File: src/rtl/ps2_host_tx.sv
// PS/2 host-to-device command transmitter: inhibit, request-to-send, 8 data bits,
// odd parity and stop bit, then the device ACK, with an overall frame timeout.
module ps2_host_tx #(
    parameter int CLOCK_FREQ     = 50000000,
    parameter int INHIBIT_CYCLES = 6000,
    parameter int TIMEOUT_CYCLES = 1000000,
    parameter int FILTER_LEN     = 8
) (
    input  logic       clock,
    input  logic       resetApp,
    input  logic [7:0] tx_data,
    input  logic       tx_start,
    input  logic       ps2c_in,
    input  logic       ps2d_in,
    output logic       ps2c_oe,
    output logic       ps2d_oe,
    output logic       tx_busy,
    output logic       tx_done_tick,
    output logic [1:0] tx_error
);

    localparam int IW = (INHIBIT_CYCLES > 2) ? $clog2(INHIBIT_CYCLES) : 1;
    localparam int TW = (TIMEOUT_CYCLES > 2) ? $clog2(TIMEOUT_CYCLES) : 1;
    localparam int FW = (FILTER_LEN > 2) ? $clog2(FILTER_LEN) : 1;

    localparam logic [IW-1:0] INH_PRE   = IW'(INHIBIT_CYCLES - 2);
    localparam logic [IW-1:0] INH_LAST  = IW'(INHIBIT_CYCLES - 1);
    localparam logic [TW-1:0] TO_LAST   = TW'(TIMEOUT_CYCLES - 1);
    localparam logic [FW-1:0] FILT_LAST = FW'(FILTER_LEN - 1);

    localparam logic [2:0] IDLE      = 3'd0;
    localparam logic [2:0] INHIBIT   = 3'd1;
    localparam logic [2:0] START     = 3'd2;
    localparam logic [2:0] SHIFT     = 3'd3;
    localparam logic [2:0] ACK       = 3'd4;
    localparam logic [2:0] WAIT_IDLE = 3'd5;

    if (CLOCK_FREQ < 1 || INHIBIT_CYCLES < 2 || TIMEOUT_CYCLES < 2 || FILTER_LEN < 1) begin : gBadParams
        $error("ps2_host_tx: invalid parameter set");
    end

    logic [1:0]    cSync, dSync;
    logic          syncC, syncD;
    logic          filtC, filtCPrev;
    logic [FW-1:0] filtCnt;
    logic          fall;

    logic [2:0]    state;
    logic [IW-1:0] inhCnt;
    logic [TW-1:0] toCnt;
    logic [3:0]    bitCnt;
    logic [8:0]    frame;
    logic          ps2cOe, ps2dOe, busy, doneTick;
    logic [1:0]    txErr;
    logic          timed;

    // Synchronisers idle high so reset release never looks like a clock fall.
    always_ff @(posedge clock or posedge resetApp) begin
        if (resetApp) begin
            cSync <= 2'b11;
            dSync <= 2'b11;
        end else begin
            cSync <= {cSync[0], ps2c_in};
            dSync <= {dSync[0], ps2d_in};
        end
    end

    assign syncC = cSync[1];
    assign syncD = dSync[1];

    always_ff @(posedge clock or posedge resetApp) begin
        if (resetApp) begin
            filtC     <= 1'b1;
            filtCPrev <= 1'b1;
            filtCnt   <= '0;
        end else begin
            filtCPrev <= filtC;
            if (syncC == filtC) begin
                filtCnt <= '0;
            end else if (filtCnt == FILT_LAST) begin
                filtC   <= syncC;
                filtCnt <= '0;
            end else begin
                filtCnt <= filtCnt + 1'b1;
            end
        end
    end

    assign fall  = filtCPrev & ~filtC;
    assign timed = (state == START) || (state == SHIFT) || (state == ACK) || (state == WAIT_IDLE);

    always_ff @(posedge clock or posedge resetApp) begin
        if (resetApp) begin
            state    <= IDLE;
            inhCnt   <= '0;
            toCnt    <= '0;
            bitCnt   <= '0;
            frame    <= '0;
            ps2cOe   <= 1'b0;
            ps2dOe   <= 1'b0;
            busy     <= 1'b0;
            doneTick <= 1'b0;
            txErr    <= 2'b00;
        end else begin
            doneTick <= 1'b0;
            case (state)
                IDLE: begin
                    ps2cOe <= 1'b0;
                    ps2dOe <= 1'b0;
                    // busy spans the done-tick cycle, so a start coinciding with it is dropped
                    if (doneTick) busy <= 1'b0;
                    if (tx_start && !busy) begin
                        frame  <= {~^tx_data, tx_data};
                        txErr  <= 2'b00;
                        busy   <= 1'b1;
                        ps2cOe <= 1'b1;
                        inhCnt <= '0;
                        state  <= INHIBIT;
                    end
                end
                INHIBIT: begin
                    inhCnt <= inhCnt + 1'b1;
                    // data goes low one cycle before clock is released
                    if (inhCnt == INH_PRE) ps2dOe <= 1'b1;
                    if (inhCnt == INH_LAST) begin
                        ps2dOe <= 1'b1;
                        ps2cOe <= 1'b0;
                        toCnt  <= '0;
                        state  <= START;
                    end
                end
                START: begin
                    ps2dOe <= 1'b1;
                    bitCnt <= '0;
                    state  <= SHIFT;
                end
                SHIFT: begin
                    if (fall) begin
                        if (bitCnt == 4'd9) begin
                            ps2dOe <= 1'b0;
                            state  <= ACK;
                        end else begin
                            ps2dOe <= ~frame[bitCnt];
                            bitCnt <= bitCnt + 1'b1;
                        end
                    end
                end
                ACK: begin
                    if (fall) begin
                        txErr <= syncD ? 2'b01 : 2'b00;
                        state <= WAIT_IDLE;
                    end
                end
                WAIT_IDLE: begin
                    if (filtC && syncD) begin
                        doneTick <= 1'b1;
                        state    <= IDLE;
                    end
                end
                default: state <= IDLE;
            endcase

            // Timeout wins over whatever the frame states decided this cycle.
            if (timed) begin
                toCnt <= toCnt + 1'b1;
                if (toCnt == TO_LAST) begin
                    ps2cOe   <= 1'b0;
                    ps2dOe   <= 1'b0;
                    txErr    <= 2'b10;
                    doneTick <= 1'b1;
                    state    <= IDLE;
                end
            end
        end
    end

    assign ps2c_oe      = ps2cOe;
    assign ps2d_oe      = ps2dOe;
    assign tx_busy      = busy;
    assign tx_done_tick = doneTick;
    assign tx_error     = txErr;

endmodule

File: config.mk
export PLATFORM = sky130hd
export DESIGN_NAME = ps2_host_tx
export DESIGN_NICKNAME = d
export VERILOG_FILES = /design/src/rtl/ps2_host_tx.sv
export SDC_FILE = /design/constraint.sdc
export NUM_CORES = 1
export LEC_CHECK = 0
export ABC_AREA = 1
export CORE_MARGIN = 3
export CORE_UTILIZATION = 30
export DETAILED_ROUTE_END_ITERATION = 16
export GPL_ROUTABILITY_DRIVEN = 0
export PLACE_DENSITY = 0.45
export SYNTH_ARGS = -nofsm -noshare
export SYNTH_HDL_FRONTEND = slang
export SYNTH_SLANG_ARGS = --single-unit
File: constraint.sdc
create_clock -name clock -period 6.7 [get_ports clock]
set_input_delay 1.675 -clock clock [delete_from_list [all_inputs] [get_ports clock]]
set_output_delay 1.675 -clock clock [all_outputs]
set_load 0.01 [all_outputs]
==> impl_metrics.toml <==
[logic_synthesis]
synth_top_area_frac = 0.399
postSynth.asyncResetShare = 1.00
yosys_register_bits = 64
yosysWarnings = 0
synth-seq-area-share = 0.443
synth_flop_cell = "dfrtp_1"
synthDistinctLibCells = 35
syn_area_um2 = 3640
synth_edf_count = 0
synth_nets = 484
avgSynthCellArea_um2 = 7.89
synth_top_area_cell = "dfrtp_1"
synthCells = 461
synth.area.top_cells = "dfrtp_1, nand2_1, inv_1, nand3_1, nor2_1"

[detailed_routing]
drcViolationCount = 0
wl_per_cell_um = 13.0
vias = 2948
ant_nets = 0
first_pass_iters = 4
routed_wirelength_um = 8230
drt_iter0_drc = 179
viasPerCell = 4.66

[cells_and_area]
final_util = 0.370
multi_input_area_um2 = 1710
layout-drive-gt1-share = 0.106
area_delta_synth_final_pct = 18.2
final_cell_mix = "nand2_1, inv_1, dfrtp_1"
final_common_cell = "nand2_1"
seqCellArea_um2 = 1610
n_fill_cell = 1220
layout.nets = 508
num_antenna_cells = 0

[sta]
max-slew-margin-rel = 0.260
fin_crit_sh = 0.560
fmaxAchievable_mhz = 267
slew_viol_final = 0
setup_ws_ps = 2950
finalHoldViolations = 0
setup_tns_ps = 0
worst_pin_slew_ps = 1110
setup_viol = 0
period_needed_ps = 3750
rsz0062_at_grt = "false"
clock-skew-final_ps = 7.35

[cts]
post_cts_buffers = 0
cts_max_level = 3
postCtsResizedCells = 0
clk_latency_ps = 330
clock-sinks = 64
numCtsBuffers = 9
cts_tree = "built"
ctsHoldBuffers = 0
clk_pin_slew_ps = 50
cts_root_buffer = "clkbuf_16"
clock_path_buffers = 2

[floorplan]
core_um2 = 11600
initial_core_util = 0.313
die_x_um = 116
die_area_um2 = 13500
ios = 19
die_h_um = 116
num_rows = 39

[worst_setup_path]
cp.arrival_ps = 3950
start_kind = "input port"
end_kind = "flip-flop"
crit_type = "in2reg"
cp_data_required_time_ps = 6900
path_max_fanout = 20

[global_routing]
grt_remaining_overflow = 0
top_usage_layer = "met2"
grt_pass1_vias = 2965
met3_usage = 0.0332
gr-usage-met2 = 0.212
grt_max_degree = 65
met1_usage = 0.187
antenna_found_initial = 0
grtUsageTotal = 0.137
grt_pass1_wl_um = 14500

[power_and_ir_drop]
power_leakage_nw = 1.98
power_density_nw_per_um2 = 235
vdd_ir_drop_max_v = 0.000105

[flow_run]
max_cap_viol_count = 0

[placement]
hpwl_um = 5710
io_buffers = 18
pre_cts_slack_ps = 2540

[hold_path]
worstHoldPathType = "reg2reg"

[outcome]
status = "completed"
## routing by layer
metal / vias to the layer above / routed length [µm]
met2: 42 / 3690
met4: 0 / 134
met5: - / 0
met3: 10 / 263
met1: 1368 / 4150
li1: 1528 / -
## synthesized netlist by cell type (2+ instances only)
master     n
or2_2      2
ha_1      10
nand4_1    6
o22ai_2    4
o21ai_0   27
mux2i_1    3
nand3_2    3
xnor2_1    7
buf_2      3
nor2_1    50
dfstp_2    6
o31ai_1    2
o21ai_2    6
nor3_1     9
nor3_4     3
inv_1     67
nand3_1   43
xor2_1     8
nand2_4    2
nand2_2    2
dfrtp_1   58
inv_2      3
nand2_1  105
a21oi_1   20
nor3_2     2
## final timing paths
path / from / end / slack [ps] / cells past startpoint
max: tx_start / inhCnt[6]$_DFFE_PP0P_ / 2950 / 6
min: cSync[0]$_DFF_PP1_ / cSync[1]$_DFF_PP1_ / 350 / 0
max reg2reg: state[1]$_DFF_PP0_ / inhCnt[6]$_DFFE_PP0P_ / 4060 / 6
min reg2reg: cSync[0]$_DFF_PP1_ / cSync[1]$_DFF_PP1_ / 350 / 0
max in group asynchronous: resetApp / inhCnt[5]$_DFFE_PP0P_ / 4210 / 3
min in group asynchronous: resetApp / toCnt[1]$_DFFE_PP0P_ / 1920 / 3
## power by group
group | total, mW | switching (mW) | internal, mW
registers | 0.411 | 0.00685 | 0.405
clock network | 0.550 | 0.176 | 0.374
logic | 0.0510 | 0.0305 | 0.0205
total | 1.01 | 0.213 | 0.799
## registers in the layout, summed over array words and instances, names as in the netlist
register      count
tx_done_tick      1
inhCnt           13
filtCnt           3
bitCnt            4
frame             9
tx_busy           1
state             3
ps2c_oe           1
ps2d_oe           1
cSync             2
filtCPrev         1
tx_error          2
dSync             2
filtC             1
toCnt            20
## metrics by stage
stage               hold WS [ps]  power (mW)  instance area (µm²)  std cells
floorplan                    345       0.452                 3640        461
global placement             346       0.470                 3950        617
detailed placement           350       0.471                 3950        617
CTS                          357        1.03                 4300        633
global route                 357        1.06                 4300        633
finish                       354        1.01                 4300        633
## cell type report
cell class | instances | share of cell area
clock buffer | 11 | 0.0565
tap | 143 | 0.0416
timing repair buffer | 19 | 0.0437
multi-input combinational | 321 | 0.399
inverter | 70 | 0.0611
sequential | 64 | 0.374
clock inverter | 5 | 0.0242
## cells by family (layout without fill, tap and decap cells)
| kind of cell | count (synthesis) | in the layout | share of synthesized area |
|---|---|---|---|
| AOI/OAI and AO/OA | 63 | 63 | 0.105 |
| xor gates and xnor gates | 15 | 15 | 0.0361 |
| adders and majority gates | 10 | 10 | 0.0344 |
| buffers and inverters | 76 | 105 | 0.0860 |
| DFF | 64 | 64 | 0.443 |
| muxes | 3 | 3 | 0.00826 |
| and+or+nand+nor | 230 | 230 | 0.288 |
## worst max-delay path, stage by stage
cell             delay, ps
clkdlybuf4s50_1        450
nand2_1                 50
nor2_1                 840
inv_1                  540
nand2_1                280
o21ai_0                100
Note: power is estimated with default switching activity, not from simulation.
